File: src/rtl/x_encoder.sv
// x_encoder -- depth-3 binary decision-tree quantiser over three binary32 values.
//
// Ports:
//   clock  in   1   rising-edge clock
//   reset  in   1   synchronous, active-high; forces x_enc to 3'b000
//   x      in  96   {x0, x1, x2}, each IEEE-754 binary32 (x0 in the top word)
//   x_enc  out  3   registered code {bit2, bit1, bit0}, one clock after x
//
// Tree:
//   bit2 = x0 > SV1
//   bit1 = x1 > (bit2 ? SV2_1 : SV2_0)
//   bit0 = x2 > SV3_{bit2,bit1}
// Every candidate comparison at levels 2 and 3 is evaluated in parallel.
// The earlier tree bits then only drive a small mux.
// This keeps the path short: one comparator plus two mux levels, not three
// comparators in series.

// ---------------------------------------------------------------------------
// x_encoder_fgt -- combinational IEEE-754 binary32 ordered greater-than.
//
// Ports:
//   a, b  in   W   binary32 operands
//   gt    out  1   1 iff a > b (strict, ordered); 0 if either is NaN
//
// Uses sign/magnitude ordering of the raw encodings.
// Among positive values, a larger {exp,mant} field means a larger number.
// Among negative values, the ordering reverses.
// Subnormals and infinities fall out of the raw-field ordering without
// special handling. Only NaN and the +0/-0 pair need explicit treatment.
// ---------------------------------------------------------------------------
module x_encoder_fgt #(
  parameter int W = 32
) (
  input  logic [W-1:0] a,
  input  logic [W-1:0] b,
  output logic         gt
);
  localparam int EW = 8;
  localparam int MW = W - EW - 1;

  logic         a_sign, b_sign;
  logic [W-2:0] a_mag,  b_mag;
  logic         a_nan,  b_nan;
  logic         both_zero;

  assign a_sign = a[W-1];
  assign b_sign = b[W-1];
  assign a_mag  = a[W-2:0];
  assign b_mag  = b[W-2:0];

  // NaN: all-ones exponent with a non-zero fraction.
  assign a_nan = (&a[W-2:MW]) && (|a[MW-1:0]);
  assign b_nan = (&b[W-2:MW]) && (|b[MW-1:0]);

  // +0 and -0 are equal whatever their signs.
  assign both_zero = (a_mag == '0) && (b_mag == '0);

  always_comb begin
    gt = 1'b0;
    if (a_nan || b_nan) begin
      gt = 1'b0;
    end else if (both_zero) begin
      gt = 1'b0;
    end else if (a_sign != b_sign) begin
      // Mixed signs: the positive operand wins. This also covers +0 against a
      // negative value, and -0 against a positive one.
      gt = ~a_sign;
    end else if (!a_sign) begin
      gt = (a_mag > b_mag);
    end else begin
      gt = (a_mag < b_mag);
    end
  end
endmodule

// ---------------------------------------------------------------------------
// x_encoder -- top level.
// ---------------------------------------------------------------------------
module x_encoder #(
  parameter int                    DTYPE_SIZE = 32,
  parameter logic [DTYPE_SIZE-1:0] SV1        = 32'hBE818C7E,
  parameter logic [DTYPE_SIZE-1:0] SV2_0      = 32'hBF2A98A4,
  parameter logic [DTYPE_SIZE-1:0] SV2_1      = 32'hBE9D3148,
  parameter logic [DTYPE_SIZE-1:0] SV3_0      = 32'hBEF51B60,
  parameter logic [DTYPE_SIZE-1:0] SV3_1      = 32'h3E9AE4A0,
  parameter logic [DTYPE_SIZE-1:0] SV3_2      = 32'h3F0D7250,
  parameter logic [DTYPE_SIZE-1:0] SV3_3      = 32'h3EFAE4A0
) (
  input  logic                      clock,
  input  logic                      reset,
  input  logic [3*DTYPE_SIZE-1:0]   x,
  output logic [2:0]                x_enc
);
  // Per-level threshold tables, indexed by the tree path taken so far.
  localparam logic [1:0][DTYPE_SIZE-1:0] SV2_TAB = {SV2_1, SV2_0};
  localparam logic [3:0][DTYPE_SIZE-1:0] SV3_TAB = {SV3_3, SV3_2, SV3_1, SV3_0};

  logic [DTYPE_SIZE-1:0] x0, x1, x2;
  logic                  gt1;
  logic [1:0]            gt2;
  logic [3:0]            gt3;
  logic                  bit2, bit1, bit0;
  logic [2:0]            enc;

  assign x0 = x[3*DTYPE_SIZE-1:2*DTYPE_SIZE];
  assign x1 = x[2*DTYPE_SIZE-1:DTYPE_SIZE];
  assign x2 = x[DTYPE_SIZE-1:0];

  // Level 1: single split on x0.
  x_encoder_fgt #(.W(DTYPE_SIZE)) u_lvl1 (
    .a  (x0),
    .b  (SV1),
    .gt (gt1)
  );

  // Level 2: both candidate splits on x1.
  for (genvar i = 0; i < 2; i++) begin : g_lvl2
    x_encoder_fgt #(.W(DTYPE_SIZE)) u_cmp (
      .a  (x1),
      .b  (SV2_TAB[i]),
      .gt (gt2[i])
    );
  end

  // Level 3: all four candidate splits on x2.
  for (genvar j = 0; j < 4; j++) begin : g_lvl3
    x_encoder_fgt #(.W(DTYPE_SIZE)) u_cmp (
      .a  (x2),
      .b  (SV3_TAB[j]),
      .gt (gt3[j])
    );
  end

  // Walk the tree: each level's result selects among the next level's
  // precomputed comparisons.
  assign bit2 = gt1;
  assign bit1 = gt2[bit2];
  assign bit0 = gt3[{bit2, bit1}];
  assign enc  = {bit2, bit1, bit0};

  always_ff @(posedge clock) begin
    if (reset) x_enc <= 3'b000;
    else       x_enc <= enc;
  end
endmodule

File: config.mk
export PLATFORM = sky130hd
export DESIGN_NAME = x_encoder
export DESIGN_NICKNAME = d
export VERILOG_FILES = /design/src/rtl/x_encoder.sv
export SDC_FILE = /design/constraint.sdc
export NUM_CORES = 1
export LEC_CHECK = 0
export BUFFER_PORTS_ARGS = -buffer_cell sky130_fd_sc_hd__buf_4
export CAP_MARGIN = 20
export CORE_ASPECT_RATIO = 1.5
export CORE_MARGIN = 3
export CORE_UTILIZATION = 61
export DETAILED_ROUTE_END_ITERATION = 8
export GPL_ROUTABILITY_DRIVEN = 0
export PLACE_DENSITY = 0.84
export SETUP_SLACK_MARGIN = 0.4
export SYNTH_ARGS = -nofsm -noshare
export SYNTH_HDL_FRONTEND = slang
export SYNTH_HIERARCHICAL = 1
export SYNTH_SLANG_ARGS = --single-unit
File: constraint.sdc
create_clock -name clock -period 2.5 [get_ports clock]
set_clock_uncertainty 0.2 [all_clocks]
set_input_delay 0.125 -clock clock [delete_from_list [all_inputs] [get_ports clock]]
set_output_delay 0.125 -clock clock [all_outputs]
set_load 0.005 [all_outputs]
==> results of run 1 <==
[synthesized netlist by cell type (all sizes together)]
cell	count
mux2i	8
o21ai	35
a211oi	14
nand2	77
a21o	14
mux2	2
a221oi	14
o211ai	7
nor4	112
a22o	1
inv	224
nor3	28
nand3	28
nand4b	7
nand4	84
o311a	7
dfxtp	3
o31ai	7
ha	217
nand3b	14
nor2	37
conb	2
nor2b	1
a21oi	77
[through the flow]
step	cells	setup TNS (ns)	util	hold WS [ns]
4_1_cts	1802	0	0.962	0.316
3_5_place_dp	1790	-0.192	0.926	0.148
3_3_place_gp	1790	0	0.926	0.113
2_1_floorplan	1522	0	-	-0.00262
[cells by family after synthesis]
| kind of cell | share of synthesized area |
|---|---|
| and+or+nand+nor | 0.318 |
| buffers and inverters | 0.118 |
| adders and majority gates | 0.382 |
| AOI/OAI and AO/OA | 0.158 |
| muxes | 0.0144 |
| DFF | 0.00846 |
| other | 0.00106 |
[per-layer routing]
layer  GRT usage  overflow
met3       0.679         0
met2        1.02       236
met5       0.234         0
met4       0.925       110
met1       0.751         7
[timing repair]
item,4_1_cts
buffers inserted,7
endpoints found under the setup margin,2
resized for setup,45
hold buffers,1
pin swaps,27
hold endpoints to repair,2
==> impl_metrics.env, run 1 <==
export IMPL_synth_cell_types=29
export IMPL_failed_stage="global routing (5_1_grt)"
export IMPL_cts_num_sinks=3
export IMPL_io_pins=101
export IMPL_grt_max_degree=11
export IMPL_max_clock_path_buffers=2
export IMPL_grt_pass1_vias=14700
export IMPL_error="[ERROR GRT-0116] Global routing finished with congestion. Check the congestion regions in the DRC Viewer."
export IMPL_yosysWarnings=6
export IMPL_seq_area_frac_synth=0.00846
export IMPL_start_util=0.632
export IMPL_rows=47
export IMPL_synth_top_area_cell="ha_1"
export IMPL_outcome="stopped before the end"
export IMPL_die_height_um=138
export IMPL_synth_seq_cells=3
export IMPL_die_x_um=94.1
export IMPL_hpwl_um=22600
export IMPL_grt_remaining_overflow=353
export IMPL_synth_top_area_share=0.382
export IMPL_synth_cells=1020
export IMPL_globalRouteTotalUtil=0.826
export IMPL_htreeDepth=1
export IMPL_grt_pass1_wl_um=86700
export IMPL_preCtsSetupSlack_ns=-0.192
export IMPL_postSynthAreaPerCell_um2=6.96
export IMPL_dpl_cell_area_um2=10400
export IMPL_cts_root_buffer="clkbuf_16"
export IMPL_port_buffers=100
export IMPL_cts_buffers=3
export IMPL_syn_area_um2=7100
export IMPL_synthTopCellsByArea="ha_1 (38%), inv_1 (12%), nor4_1 (8.0%)"
==> inputs of run 2 (changes only) <==
--- a/config.mk
+++ b/config.mk
@@ -7,13 +7,11 @@
 export LEC_CHECK = 0
 export BUFFER_PORTS_ARGS = -buffer_cell sky130_fd_sc_hd__buf_4
 export CAP_MARGIN = 20
-export CORE_ASPECT_RATIO = 1.5
 export CORE_MARGIN = 3
-export CORE_UTILIZATION = 61
+export CORE_UTILIZATION = 40
 export DETAILED_ROUTE_END_ITERATION = 8
 export GPL_ROUTABILITY_DRIVEN = 0
-export PLACE_DENSITY = 0.84
-export SETUP_SLACK_MARGIN = 0.4
+export PLACE_DENSITY_LB_ADDON = 0.15
 export SYNTH_ARGS = -nofsm -noshare
 export SYNTH_HDL_FRONTEND = slang
 export SYNTH_HIERARCHICAL = 1
==> run 2 against run 1 <==
The flow now finishes without violations. Synthesized cell count did not move. Area after synthesis did not move.
==> impl_metrics.env, run 2 <==
export IMPL_die_height_um=139
export IMPL_final_core_util=0.600
export IMPL_synth_top_area_share=0.382
export IMPL_max_freq_mhz=426
export IMPL_largest_register_ff_count=3
export IMPL_rows=48
export IMPL_yosysMostFrequentCell="inv_1"
export IMPL_diodes=0
export IMPL_antenna_found_initial=0
export IMPL_fin_nets=1980
export IMPL_slowest_delay_ns=0.37
export IMPL_dpl_cell_area_um2=10300
export IMPL_synth_common_cells="inv_1 (224), ha_1 (217), nor4_1 (91), nand4_1 (84), a21oi_1 (77)"
export IMPL_core_um2=17400
export IMPL_power_mw=1.59
export IMPL_preCtsSetupSlack_ns=-0.112
export IMPL_maxSlewViolCount=0
export IMPL_period_minus_slack_ns=2.35
export IMPL_start_util=0.409
export IMPL_synth_async_reset_ratio=0
export IMPL_setup_tns_ns=0
export IMPL_crit_fanout=4
export IMPL_final_common_cell="conb_1"
export IMPL_ant_nets=0
export IMPL_top_register="x_enc"
export IMPL_max_clock_path_buffers=2
export IMPL_syn_area_um2=7100
export IMPL_synth_edf_count=0
export IMPL_dieArea_um2=19400
export IMPL_drt_iter0_drc=280
export IMPL_rsz0062_at_grt="no"
export IMPL_top_regs="x_enc x3"
export IMPL_htreeDepth=1
export IMPL_final_period_utilization=0.939
export IMPL_cts_root_buffer="clkbuf_16"
export IMPL_drt_wl_total_um=18200
export IMPL_stdcell_count=1889
export IMPL_grt_max_degree=10
export IMPL_wire_per_inst_um=9.64
export IMPL_io_pins=101
export IMPL_globalRouteTotalUtil=0.188
export IMPL_grt_pass1_vias=7443
export IMPL_synth_top_area_cell="ha_1"
export IMPL_setup_viol=0
export IMPL_slowest_stage="nor3_1"
export IMPL_hold_violations=0
export IMPL_hp_class="primary input to register"
export IMPL_required_ns=2.42
export IMPL_vias=8188
export IMPL_drtPass1Iterations=5
export IMPL_final_cell_mix="conb_1 (504), inv_1 (224), ha_1 (217)"
export IMPL_worstPathCellList="buf_4 > ha_1 > nand4_1 > nor3_1 > o31ai_1 > o211ai_1 > a21oi_1 > mux2i_1 > mux2_2 > a22o_1"
export IMPL_seq_area_frac_synth=0.00846
export IMPL_worst_slack_ns=0.152
export IMPL_synth_cells=1020
export IMPL_yosysWarnings=6
export IMPL_syn_to_final_growth_pct=46.7
export IMPL_startpoint_type="primary input"
export IMPL_outcome="completed"
export IMPL_end_kind="register"
export IMPL_drc=0
export IMPL_postSynthAreaPerCell_um2=6.96
export IMPL_synth_seq_cells=3
export IMPL_finalInstanceArea_um2=10400
export IMPL_cts_tree="yes"
export IMPL_port_buffers=100
export IMPL_max_cap_violations=0
export IMPL_fillers=1751
export IMPL_drive_gt1_frac=0.107
export IMPL_ir_worst_vdd_mv=0.171
export IMPL_p_leak_nw=6.18
export IMPL_synthTopCellsByArea="ha_1 (38%), inv_1 (12%), nor4_1 (8.0%)"
export IMPL_path_class="primary input to register"
export IMPL_grt_remaining_overflow=0
export IMPL_p_per_area_nw_per_um2=152
export IMPL_synth_cell_types=29
export IMPL_viasPerCell=4.33
export IMPL_cts_buffers=3
export IMPL_crit_arrival_ns=2.27
export IMPL_hold_slack_ns=0.202
export IMPL_die_x_um=139
export IMPL_place_inst=1884
export IMPL_grt_pass1_wl_um=31900
export IMPL_synthFlopType="dfxtp_1"
export IMPL_clkSlewWorstSetupHoldPaths_ns=0.03
export IMPL_hpwl_um=16700
export IMPL_cts_num_sinks=3
## run 2: cell counts after synthesis
Identical to the previous run, type by type.
## run 2: logic make-up (layout without fill, tap and decap cells)
family | count (synthesis) | count (layout) | share of synthesized area
multiplexers | 10 | 10 | 0.0144
AO/OA/AOI/OAI | 176 | 176 | 0.158
adder cells (fa/ha/maj) | 217 | 217 | 0.382
AND/OR/NAND/NOR | 388 | 388 | 0.318
flip-flops | 3 | 3 | 0.00846
buffers and inverters | 224 | 366 | 0.118
other | 2 | 504 | 0.00106
## run 2: path summary, 6_finish.rpt
path       end  startpoint  slack [ns]  depth (start not counted)
min   x_enc[1]       x[63]        0.20                          5
max   x_enc[0]       x[45]        0.15                         10
## run 2: power breakdown
group / internal, mW / switching, mW / total (mW) / leakage (nW)
Clock: 0.211 / 0.0499 / 0.261 / 0.0382
Sequential: 0.0540 / 0.00149 / 0.0555 / 0.0250
Combinational: 0.555 / 0.714 / 1.27 / 6.11
Total: 0.820 / 0.766 / 1.59 / 6.18
## run 2: area by class of cell
| class | instances | area, um2 | share of cell area |
|---|---|---|---|
| well taps | 225 | 282 | 0.0270 |
| flip-flops and latches | 3 | 60.1 | 0.00576 |
| multi-input cells | 1295 | 8100 | 0.777 |
| clock buffers | 4 | 78.8 | 0.00756 |
| inverters | 224 | 841 | 0.0807 |
| repair buffers | 138 | 1060 | 0.102 |
## run 2: layer usage
layer,up-vias,global-route usage,wire length [um]
met2,121,0.336,8520
met4,0,0.0180,115
met1,3457,0.255,8980
met5,-,0,0
li1,4595,-,-
met3,15,0.0162,588
## run 2: worst max-delay path: cells and delay by family
kind                     cells  cell delay (ns)
multiplexers                 2             0.60
AO/OA/AOI/OAI                4             0.59
AND/OR/NAND/NOR              2             0.51
adder cells (fa/ha/maj)      1             0.31
buffers and inverters        1             0.13
## run 2: timing repair
| action | CTS | global route |
|---|---|---|
| gates resized for setup | 0 | 3 |
| buffers inserted | 0 | 0 |
| hold endpoints to repair | 2 | 0 |
| setup endpoints to repair | 0 | 1 |
| hold buffers | 1 | 0 |
No activity file was read; power rests on OpenSTA's default activity.
